$ cat src/rtl/uart_pkg.sv
// Shared definitions for the parametrised UART receiver:
// parity mode constants, receiver FSM state encoding and a frame-length helper.
package uart_pkg;

  localparam int unsigned PARITY_NONE = 0;
  localparam int unsigned PARITY_ODD  = 1;
  localparam int unsigned PARITY_EVEN = 2;

  typedef enum logic [2:0] {
    ST_IDLE,
    ST_START,
    ST_DATA,
    ST_PARITY,
    ST_STOP,
    ST_BREAK
  } rx_state_t;

  // Total bit cells in one frame: start + data + optional parity + stop.
  function automatic int unsigned frame_bits(input int unsigned data_bits,
                                             input int unsigned parity,
                                             input int unsigned stop_bits);
    return 1 + data_bits + ((parity != PARITY_NONE) ? 1 : 0) + stop_bits;
  endfunction

endpackage

$ cat src/rtl/uart_rx_param_sampler.sv
// uart_bit_sampler: input conditioning for the UART receiver.
//   clk, rst    : clock, synchronous active-high reset
//   ena         : receiver enable (gates edge detection)
//   serial_in   : asynchronous line, idle high
//   cnt, half   : bit-cell counter and its mid-point from the receiver
//   line        : synchronised line level
//   sample_bit  : 3-sample majority, valid at cnt == half+1
//   fall_edge   : synchronised 1->0 transition while enabled
module uart_bit_sampler
  import uart_pkg::*;
#(
  parameter int unsigned CNT_W = 4
) (
  input  logic             clk,
  input  logic             rst,
  input  logic             ena,
  input  logic             serial_in,
  input  logic [CNT_W-1:0] cnt,
  input  logic [CNT_W-1:0] half,
  output logic             line,
  output logic             sample_bit,
  output logic             fall_edge
);

  logic sync1, sync2, prev;
  logic smp_a, smp_b;

  always_ff @(posedge clk) begin
    if (rst) begin
      sync1 <= 1'b1;
      sync2 <= 1'b1;
      prev  <= 1'b1;
      smp_a <= 1'b1;
      smp_b <= 1'b1;
    end else begin
      sync1 <= serial_in;
      sync2 <= sync1;
      prev  <= sync2;
      if (cnt == half - CNT_W'(1)) smp_a <= sync2;
      if (cnt == half)             smp_b <= sync2;
    end
  end

  assign line      = sync2;
  assign fall_edge = ena && prev && !sync2;
  // Third vote is the live sample, so the result is ready at cnt == half+1.
  assign sample_bit = (smp_a & smp_b) | (smp_a & sync2) | (smp_b & sync2);

endmodule

$ cat src/rtl/uart_rx_param.sv
// uart_rx_param: parametrised UART receiver with majority sampling,
// start-glitch rejection, parity/framing/overrun reporting and a
// valid/ready output handshake.
//   clk, rst   : clock, synchronous active-high reset
//   ena        : receiver enable; low aborts any word in flight
//   serial_in  : asynchronous UART line, idle high
//   rx_data    : received word (LSB first on the line)
//   rx_valid   : rx_data / frame_err / parity_err valid
//   rx_ready   : consumer accepts when rx_valid && rx_ready
//   frame_err  : stop bit sampled 0
//   parity_err : parity mismatch
//   overrun    : sticky, a completed word was dropped
//   busy       : FSM not idle
module uart_rx_param
  import uart_pkg::*;
#(
  parameter int unsigned CLKS_PER_BIT = 10417,
  parameter int unsigned DATA_BITS    = 8,
  parameter int unsigned PARITY       = 0,
  parameter int unsigned STOP_BITS    = 1
) (
  input  logic                 clk,
  input  logic                 rst,
  input  logic                 ena,
  input  logic                 serial_in,
  output logic [DATA_BITS-1:0] rx_data,
  output logic                 rx_valid,
  input  logic                 rx_ready,
  output logic                 frame_err,
  output logic                 parity_err,
  output logic                 overrun,
  output logic                 busy
);

  localparam int unsigned      CNT_W      = $clog2(CLKS_PER_BIT);
  localparam int unsigned      HALF       = CLKS_PER_BIT / 2;
  localparam logic [CNT_W-1:0] CNT_LAST   = CNT_W'(CLKS_PER_BIT - 1);
  localparam logic [CNT_W-1:0] CNT_HALF   = CNT_W'(HALF);
  localparam logic [CNT_W-1:0] CNT_DECIDE = CNT_W'(HALF + 1);
  localparam logic [3:0]       IDX_LAST_DATA = 4'(DATA_BITS - 1);
  localparam logic [3:0]       IDX_LAST_STOP = 4'(STOP_BITS - 1);

  rx_state_t state, state_n;

  logic [CNT_W-1:0]     cnt;
  logic [3:0]           idx;
  logic [DATA_BITS-1:0] shift;
  logic                 par_acc, par_err_acc, frame_acc;
  logic                 line, sample_bit, fall_edge;
  logic                 decide, complete, handshake, word_fe;

  uart_bit_sampler #(
    .CNT_W (CNT_W)
  ) u_sampler (
    .clk        (clk),
    .rst        (rst),
    .ena        (ena),
    .serial_in  (serial_in),
    .cnt        (cnt),
    .half       (CNT_HALF),
    .line       (line),
    .sample_bit (sample_bit),
    .fall_edge  (fall_edge)
  );

  assign decide    = (cnt == CNT_DECIDE);
  assign word_fe   = frame_acc | ~sample_bit;
  assign handshake = rx_valid && rx_ready;
  assign busy      = (state != ST_IDLE);

  always_ff @(posedge clk) begin
    if (rst) state <= ST_IDLE;
    else     state <= state_n;
  end

  always_comb begin
    state_n  = state;
    complete = 1'b0;
    case (state)
      ST_IDLE:   if (fall_edge) state_n = ST_START;
      ST_START:  if (decide) state_n = sample_bit ? ST_IDLE : ST_DATA;
      ST_DATA:   if (decide && idx == IDX_LAST_DATA)
                   state_n = (PARITY != PARITY_NONE) ? ST_PARITY : ST_STOP;
      ST_PARITY: if (decide) state_n = ST_STOP;
      ST_STOP:   if (decide && idx == IDX_LAST_STOP) begin
                   complete = ena;
                   state_n  = word_fe ? ST_BREAK : ST_IDLE;
                 end
      ST_BREAK:  if (line) state_n = ST_IDLE;
      default:   state_n = ST_IDLE;
    endcase
    if (!ena) state_n = ST_IDLE;
  end

  always_ff @(posedge clk) begin
    if (rst) begin
      cnt         <= '0;
      idx         <= '0;
      shift       <= '0;
      par_acc     <= 1'b0;
      par_err_acc <= 1'b0;
      frame_acc   <= 1'b0;
    end else begin
      // The edge-detection cycle counts as cnt=0, so START begins at 1.
      if (state == ST_IDLE || state == ST_BREAK) cnt <= CNT_W'(1);
      else if (cnt == CNT_LAST)                  cnt <= '0;
      else                                       cnt <= cnt + 1'b1;

      if (decide) begin
        case (state)
          ST_START: begin
            idx         <= '0;
            par_acc     <= 1'b0;
            par_err_acc <= 1'b0;
            frame_acc   <= 1'b0;
          end
          ST_DATA: begin
            shift   <= {sample_bit, shift[DATA_BITS-1:1]};
            par_acc <= par_acc ^ sample_bit;
            idx     <= (idx == IDX_LAST_DATA) ? '0 : idx + 1'b1;
          end
          ST_PARITY:
            par_err_acc <= (PARITY == PARITY_ODD) ? ~(par_acc ^ sample_bit)
                                                  :  (par_acc ^ sample_bit);
          ST_STOP: begin
            idx <= idx + 1'b1;
            if (!sample_bit) frame_acc <= 1'b1;
          end
          default: ;
        endcase
      end
    end
  end

  always_ff @(posedge clk) begin
    if (rst) begin
      rx_data    <= '0;
      rx_valid   <= 1'b0;
      frame_err  <= 1'b0;
      parity_err <= 1'b0;
      overrun    <= 1'b0;
    end else begin
      // A slot is free if empty or being emptied by a handshake this cycle.
      if (complete && (!rx_valid || rx_ready)) begin
        rx_data    <= shift;
        frame_err  <= word_fe;
        parity_err <= (PARITY != PARITY_NONE) && par_err_acc;
        rx_valid   <= 1'b1;
      end else if (handshake) begin
        rx_valid <= 1'b0;
      end

      if (complete && rx_valid && !rx_ready) overrun <= 1'b1;
      else if (handshake)                    overrun <= 1'b0;
    end
  end

endmodule

$ cat config.mk
export PLATFORM = sky130hd
export DESIGN_NAME = uart_rx_param
export DESIGN_NICKNAME = d
export VERILOG_FILES = /design/src/rtl/uart_pkg.sv /design/src/rtl/uart_rx_param_sampler.sv /design/src/rtl/uart_rx_param.sv
export SDC_FILE = /design/constraint.sdc
export NUM_CORES = 1
export LEC_CHECK = 0
export ABC_CLOCK_PERIOD_IN_PS = 1820
export BUFFER_PORTS_ARGS = -buffer_cell sky130_fd_sc_hd__buf_2
export CELL_PAD_IN_SITES_DETAIL_PLACEMENT = 0
export CELL_PAD_IN_SITES_GLOBAL_PLACEMENT = 1
export CORE_MARGIN = 5
export CORE_UTILIZATION = 45
export DETAILED_ROUTE_END_ITERATION = 12
export GPL_ROUTABILITY_DRIVEN = 0
export PLACE_DENSITY = 0.83
export SLEW_MARGIN = 40
export SYNTH_ARGS = -nofsm -noshare
export SYNTH_HDL_FRONTEND = slang
export SYNTH_SLANG_ARGS = --single-unit
export TNS_END_PERCENT = 1
$ cat constraint.sdc
create_clock -name clk -period 1.82 [get_ports clk]
set_input_delay 0.364 -clock clk [delete_from_list [all_inputs] [get_ports clk]]
set_output_delay 0.364 -clock clk [all_outputs]
set_load 0.03 [all_outputs]
==> results of run 1 <==
final timing paths:
check               endpoint  slack (ps)  cells past startpoint
max                   idx[0]         110                      4
min          u_sampler.sync1         240                      2
max reg2reg           idx[0]         110                      4
min reg2reg   u_sampler.line         430                      1
sequential cells by signal (all words and copies together) (netlist names):
signal	flops
u_sampler.line	1
rx_valid	1
shift	8
u_sampler.prev	1
rx_data	8
u_sampler.smp_b	1
u_sampler.sync1	1
overrun	1
frame_acc	1
frame_err	1
state	3
idx	4
cnt	14
u_sampler.smp_a	1
layer usage:
metal	vias to the layer above	routed length, um	track usage (%)
met5	-	0	0
met4	0	53	4.98
met3	6	208	4.17
met2	28	2550	28.5
met1	930	2400	20.0
li1	1024	-	-
what timing repair did:
action,in CTS,in global routing
hold endpoints to repair,0,0
gates resized for setup,1,5
buffers inserted,0,1
setup endpoints to repair,3,11
hold buffers,0,0
stage by stage:
step | power, mW | utilization (%) | std cells | cell area, um^2
6_report | 1.87 | 53.3 | 365 | 2710
4_1_cts | 1.89 | 52.8 | 364 | 2680
5_1_grt | 1.93 | 53.3 | 365 | 2710
3_3_place_gp | 1.08 | 50.4 | 356 | 2560
3_5_place_dp | 1.08 | 50.4 | 356 | 2560
2_1_floorplan | 1.07 | - | 268 | 2320
cells by family (layout without fill, tap and decap cells):
logic type	after synthesis	count (layout)	share of synthesized area, %
mux	1	1	0.431
flops	46	46	39.7
simple gates	106	106	27.7
compound gates	67	67	18.5
buf+inv	29	56	5.87
xor+xnor	12	12	4.53
fa+ha+maj	6	6	3.13
other cells	1	1	0.161
placed cells by master, fill, tap and decap left out, types with 2 or more instances in the layout:
cell type and count:
a211o_1 2, a211oi_1 3, a21oi_1 26, a31o_2 2, and3b_1 5, and4_1 3, and4bb_2 2, buf_2 16
buf_4 20, clkbuf_8 5, dfxtp_1 44, dfxtp_2 2, ha_1 5, inv_1 11, nand2_1 10, nand2b_1 4
nand3_1 13, nand4_1 17, nand4b_1 2, nor2_1 22, nor2b_1 2, nor3_1 6, nor4_1 2, o21ai_0 16
o31ai_1 9, or2_2 4, xnor2_1 7, xor2_1 5
power by group:
part	switching [mW]	internal [mW]
combinational	0.0285	0.0178
clock	0.391	0.419
sequential	0.00399	1.01
total	0.423	1.45
worst max-delay path, stage by stage, from the launching register on:
cell      delay, ps
dfxtp_1         420
or3b_4          430
o21bai_4        200
or4b_1          440
a21oi_1         140
area by class of cell:
cell class | count | area [um^2] | area share, %
Inverter | 11 | 41.3 | 1.53
Timing Repair Buffer | 37 | 250 | 9.25
Multi-Input combinational cell | 193 | 1290 | 47.5
Clock inverter | 3 | 48.8 | 1.80
Sequential cell | 46 | 923 | 34.1
Tap cell | 70 | 87.6 | 3.24
Clock buffer | 5 | 68.8 | 2.54
==> flow_summary.toml, run 1 <==
[floorplanning]
die_w_um = 81.8
die_y_um = 81.8
fp.dieArea_mm2 = 0.00670
rows = 26
start_util_pct = 45.8
core-area_mm2 = 0.00507
io_pins = 18

[drt]
ant_nets = 0
drt_wl_total_um = 5210
vias_per_cell = 5.45
drc_errors = 0
drt_iter0_markers = 67
firstDrtPassIters = 4
vias = 1988
route.detailed.wl_per_inst_um = 14.3

[critical_path]
worst-setup-path-type = "reg2reg"
cp.required_ps = 2060
cp-start-kind = "register"
timing.rr.start = "state[1]"
cp-startpoint = "state[1]"
critPathCaptureType = "register"
cp_max_fo = 4
arrival_ps = 1950

[timing]
finalCritPeriodShare_pct = 94.0
fmax_ghz = 0.585
finalSetupViolCount = 0
drv_slew = 0
rsz0062_at_grt = "no"
setup-tns-final_ps = 0
worst_hold_slack_ps = 237
final.setup_skew_ps = 6.01
finalHoldViolCount = 0
min_period_ps = 1710
layout_setup_ws_ps = 109

[power]
p_per_area_mw_per_mm2 = 691
vdd_drop_max_mv = 0.376
p_leak_nw = 0.967

[synthesis]
ys_ff_latch = 46
synth_nets = 278
synth.distinct_cells = 52
synthTopCellsByCount = "46 x dfxtp_1, 26 x a21oi_1, 22 x nor2_1"
synth_top_area_cell = "dfxtp_1"
synthMostInstantiatedCell = "dfxtp_1"
yosysSeqAreaShare_pct = 39.7
async_flop_share_pct = 0
yosysWarnings = 0
synth_ff_type = "dfxtp_1"
netlist_instances = 268
synth_edf_count = 0
avgSynthCellArea_um2 = 8.67
synth.area.top_cells = "dfxtp_1 40%, a21oi_1 5.6%, nand4_1 4.6%"
synth.cell_area_mm2 = 0.00232
synth_top_cell_area_share_pct = 39.7

[placement]
dp_hpwl_um = 3620
pre_cts_ws_ps = 26.9
io_buffers = 16

[cells_and_area]
layout-drive-gt1-share_pct = 22.4
final_nets = 304
syn_to_final_growth_pct = 16.5
fillers = 488
antenna_cells = 0

[clock_network]
numCtsBuffers = 5
clkLatencyLatePin_ps = 310
cts.clk_slew.worst_paths_ps = 90
clkSinkCount = 46
cts_tree = "built"
cts_max_path_buffers = 2
h-tree-depth = 2
cts-root-buf = "clkbuf_8"

[global_routing]
grt_max_degree = 31
grt-ovfl-total = 0
grt_pass1_vias = 1825
grt_pass1_wl_um = 8640
antenna_found_initial = 0
grt.total_usage_pct = 16.5

[outcome]
outcome = "finished clean"

[run]
max_cap_viol_count = 0

[hold_path]
holdCritPathClass = "in2reg"
hp-start = "serial_in"
Power figures use the tool's default switching activity.
==> inputs of run 2 (changes only) <==
CORE_ASPECT_RATIO = 2   (was default)
==> run 2 against run 1 <==
Net effect: sequential share of layout area is 0.21 points higher; wire length is 3.7% higher; register-to-register slack hardly changed; hold slack better by 9.1 ps; clock skew is 0.72 ps lower; critical path depth stayed put; global-route usage is 0.80 points higher; first-iteration DRC count is 15% lower; worst setup slack worse by 11 ps; sequential power hardly changed; critical path type unchanged; largest power group unchanged; highest routed layer unchanged.
==> flow_summary.toml, run 2 (synthesis gave the netlist of run 1 again) <==
[cells_and_area]
antenna_cells = 0
top_register = "cnt"
fin_util_pct = 52.8
largest_reg_flops = 14
reg_top3 = "cnt x14, rx_data x8, shift x8"
syn_to_final_growth_pct = 15.8
final_nets = 309
register_area_um2 = 923
multi_input_area_mm2 = 0.00129
fillers = 527
layout-drive-gt1-share_pct = 23.7
final_common_cell = "dfxtp_1"
mostFrequentLayoutCells = "44 x dfxtp_1, 26 x a21oi_1, 25 x buf_4"

[drt]
firstDrtPassIters = 4
drc_errors = 0
vias = 2071
vias_per_cell = 5.80
drt_wl_total_um = 5400
route.detailed.wl_per_inst_um = 15.1
drt_iter0_markers = 57
ant_nets = 0

[critical_path]
cp.required_ps = 2030
worst-setup-path-type = "reg2reg"
cp-start-kind = "register"
arrival_ps = 1930
cp_slowest_stage_delay_ps = 680
slowest_stage = "or4bb_2"
cp_max_fo = 8
critPathCaptureType = "register"
crit_chain = "or4bb_2 > o221ai_1 > a21oi_1 > a211oi_1"

[clock_network]
cts_tree = "built"
cts-root-buf = "clkbuf_8"
cts_max_path_buffers = 2
cts_setup_buffers = 0
clkLatencyLatePin_ps = 300
numCtsBuffers = 5
h-tree-depth = 2
post_cts_resized = 0
ctsHoldBuffers = 0
cts.clk_slew.worst_paths_ps = 80
clkSinkCount = 46

[global_routing]
grt_max_degree = 31
grt-ovfl-total = 0
grt_pass1_vias = 2073
grt.total_usage_pct = 17.3
grt_pass1_wl_um = 9020
antenna_found_initial = 0

[floorplanning]
fp.dieArea_mm2 = 0.00678
io_pins = 18
die_y_um = 112
rows = 37
die_w_um = 60.8
core-area_mm2 = 0.00509
start_util_pct = 45.6

[placement]
dp_hpwl_um = 4180
io_buffers = 16

[timing]
finalHoldViolCount = 0
min_period_ps = 1720
fmax_ghz = 0.581
drv_slew = 0
final.setup_skew_ps = 5.29
worst_hold_slack_ps = 247
finalCritPeriodShare_pct = 94.6
setup-tns-final_ps = 0
rsz0062_at_grt = "no"
finalSetupViolCount = 0

[power]
fin_total_pwr_mw = 1.65
p_per_area_mw_per_mm2 = 614
p_leak_nw = 0.982
vdd_drop_max_mv = 0.443

[hold_path]
holdCritPathClass = "in2reg"

[run]
max_cap_viol_count = 0

[outcome]
outcome = "finished clean"
==> run 2: layout make-up <==
class	count	area share, %
sequential	46	34.3
clock buffer	5	2.56
clock inverter	2	0.372
inverter	11	1.53
multi-input combinational	193	47.8
tap	58	2.70
timing repair buffer	42	10.7
==> run 2: path summary, 6_finish.rpt <==
check	to	from	slack [ps]	cells past startpoint
setup / recovery	state[2]	state[0]	100	4
hold / removal	u_sampler.sync1	serial_in	250	2
setup reg to reg	state[2]	state[0]	100	4
hold reg to reg	u_sampler.line	u_sampler.sync1	420	1
==> run 2: power breakdown <==
part / total (mW) / internal, mW / switching [mW]
logic: 0.0470 / 0.0183 / 0.0287
registers: 1.01 / 1.01 / 0.00409
clock network: 0.590 / 0.258 / 0.332
total: 1.65 / 1.29 / 0.365
==> run 2: routing by layer <==
metal / routed length (um) / vias to the layer above / global-route usage (%)
met1: 1910 / 993 / 16.0
li1: - / 1029 / -
met4: 147 / 0 / 10.1
met5: 0 / - / 0
met2: 3190 / 36 / 32.5
met3: 158 / 13 / 2.78
==> run 2: metrics by stage <==
step / worst slack [ps] / area (um^2) / cells
after floorplan: 149 / 2320 / 268
after global placement: 97.2 / 2590 / 350
after detailed placement: 64.3 / 2590 / 350
after CTS: 43.2 / 2670 / 357
after global routing: 2.97 / 2690 / 357
final: 98.2 / 2690 / 357
==> run 2: worst max-delay path, delay by kind of cell, from the launching register on <==
family / cells / cell delay (ps)
simple gates: 1 / 680
flops: 1 / 520
compound gates: 3 / 420
==> inputs of run 3 (changes only) <==
--- a/config.mk
+++ b/config.mk
@@ -12,3 +12,3 @@
 export CORE_ASPECT_RATIO = 2
-export CORE_MARGIN = 5
+export CORE_MARGIN = 1
 export CORE_UTILIZATION = 45
==> constraint.sdc (replaced) <==
create_clock -name clk -period 1.82 [get_ports clk]
set_input_delay 0.273 -clock clk [delete_from_list [all_inputs] [get_ports clk]]
set_output_delay 0.273 -clock clk [all_outputs]
set_load 0.03 [all_outputs]
==> run 3 against run 2 <==
Net effect: hold slack lost 85 ps; register-to-register slack is essentially flat; sequential power is essentially flat; clock power is essentially flat; first-iteration DRC count shrank 16%; wire length grew 2.3%; global-route usage grew 5.2 points; non-clock buffer count is the same; critical endpoint is now cnt[4]; largest cell class unchanged.
==> flow_summary.toml, run 3 (synthesis gave the netlist of run 1 again) <==
[timing]
worst_hold_slack_ps = 161
finalCritPeriodShare_pct = 94.8
min_period_ps = 1730
drv_slew = 0
layout_setup_ws_ps = 93.9
final.setup_skew_ps = 9.47
finalHoldViolCount = 0
setup-tns-final_ps = 0
fmax_ghz = 0.579
rsz0062_at_grt = "no"
finalSetupViolCount = 0

[global_routing]
antenna_found_initial = 0
grt.total_usage_pct = 22.4
grt_pass1_vias = 2074
grt_pass1_wl_um = 9290
grt-ovfl-total = 0
grt_max_degree = 29

[clock_network]
cts_setup_buffers = 0
cts.clk_slew.worst_paths_ps = 80
h-tree-depth = 2
cts_tree = "built"
cts-root-buf = "clkbuf_8"
clkLatencyLatePin_ps = 300
ctsHoldBuffers = 0
cts_max_path_buffers = 2
clkSinkCount = 46
numCtsBuffers = 5

[critical_path]
arrival_ps = 1950
cp_max_fo = 9
cp-start-kind = "register"
rrSetupSlack_ps = 90
crit_chain = "inv_1 > ha_1 > and4b_1 > and4_1 > or3_1 > buf_4 > nor2_1"
slowest_stage = "dfxtp_2"
worst-setup-path-type = "reg2reg"
cp_slowest_stage_delay_ps = 370
cp.required_ps = 2050
critPathCaptureType = "register"

[placement]
io_buffers = 16
pre_cts_ws_ps = 33.1
dpl.cell_count = 349
dp_hpwl_um = 4240
place_area_mm2 = 0.00259

[floorplanning]
io_pins = 18
die_y_um = 104
start_util_pct = 47.3
die_w_um = 52.8
fp.dieArea_mm2 = 0.00547
core-area_mm2 = 0.00491
rows = 36

[drt]
drt_iter0_markers = 48
vias = 2070
firstDrtPassIters = 5
ant_nets = 0
route.detailed.wl_per_inst_um = 15.5
drt_wl_total_um = 5520
vias_per_cell = 5.81
drc_errors = 0

[cells_and_area]
final_nets = 309
mostFrequentLayoutCells = "44 x dfxtp_1, 26 x a21oi_1, 25 x buf_4"
antenna_cells = 0
fillers = 495
final_cells = 356
reg_top3 = "cnt x14, rx_data x8, shift x8"
final_area_mm2 = 0.00268
fin_util_pct = 54.5
top_register = "cnt"
largest_reg_flops = 14
syn_to_final_growth_pct = 15.2
layout-drive-gt1-share_pct = 22.7
final_common_cell = "dfxtp_1"

[run]
max_cap_viol_count = 0

[power]
p_per_area_mw_per_mm2 = 616
vdd_drop_max_mv = 0.527
p_leak_nw = 0.979
fin_total_pwr_mw = 1.65

[outcome]
outcome = "finished clean"

[hold_path]
holdCritPathClass = "in2reg"
[run 3: cell counts in the layout (fill, tap and decap cells not counted)]
Identical to the previous run, type by type.
[run 3: path summary, 6_finish.rpt]
kind,start,endpoint,depth (start not counted)
max,cnt[0],cnt[4],7
min,serial_in,u_sampler.sync1,2
max reg2reg,cnt[0],cnt[4],7
min reg2reg,u_sampler.sync1,u_sampler.line,1
[run 3: critical path, delay by kind of cell (launching register included)]
| kind | cells | cell delay (ps) |
|---|---|---|
| simple gates | 4 | 840 |
| buf+inv | 2 | 240 |
| fa+ha+maj | 1 | 210 |
| flops | 1 | 370 |
[run 3: what timing repair did]
item,CTS,global route
hold endpoints to repair,0,0
gates resized for setup,0,5
endpoints found under the setup margin,0,29
[run 3: power by group]
| part | total [mW] | switching [mW] | internal (mW) |
|---|---|---|---|
| Sequential | 1.01 | 0.00447 | 1.01 |
| Clock | 0.588 | 0.330 | 0.258 |
| Combinational | 0.0466 | 0.0288 | 0.0178 |
| Total | 1.65 | 0.363 | 1.29 |
[run 3: final cells by class]
cell class	instances	area, um^2	share of cell area, %
Inverter	11	41.3	1.54
Sequential cell	46	923	34.5
Clock inverter	2	10.0	0.374
Tap cell	57	71.3	2.66
Timing Repair Buffer	42	288	10.8
Multi-Input combinational cell	193	1270	47.6
Clock buffer	5	68.8	2.57
[run 3: per-layer routing]
layer	vias to the layer above	track usage, %	share of wire [%]
li1	1031	-	-
met1	978	19.3	36
met2	38	44.2	58
met3	23	3.52	1.8
met4	0	11.7	4.3
met5	-	0	0
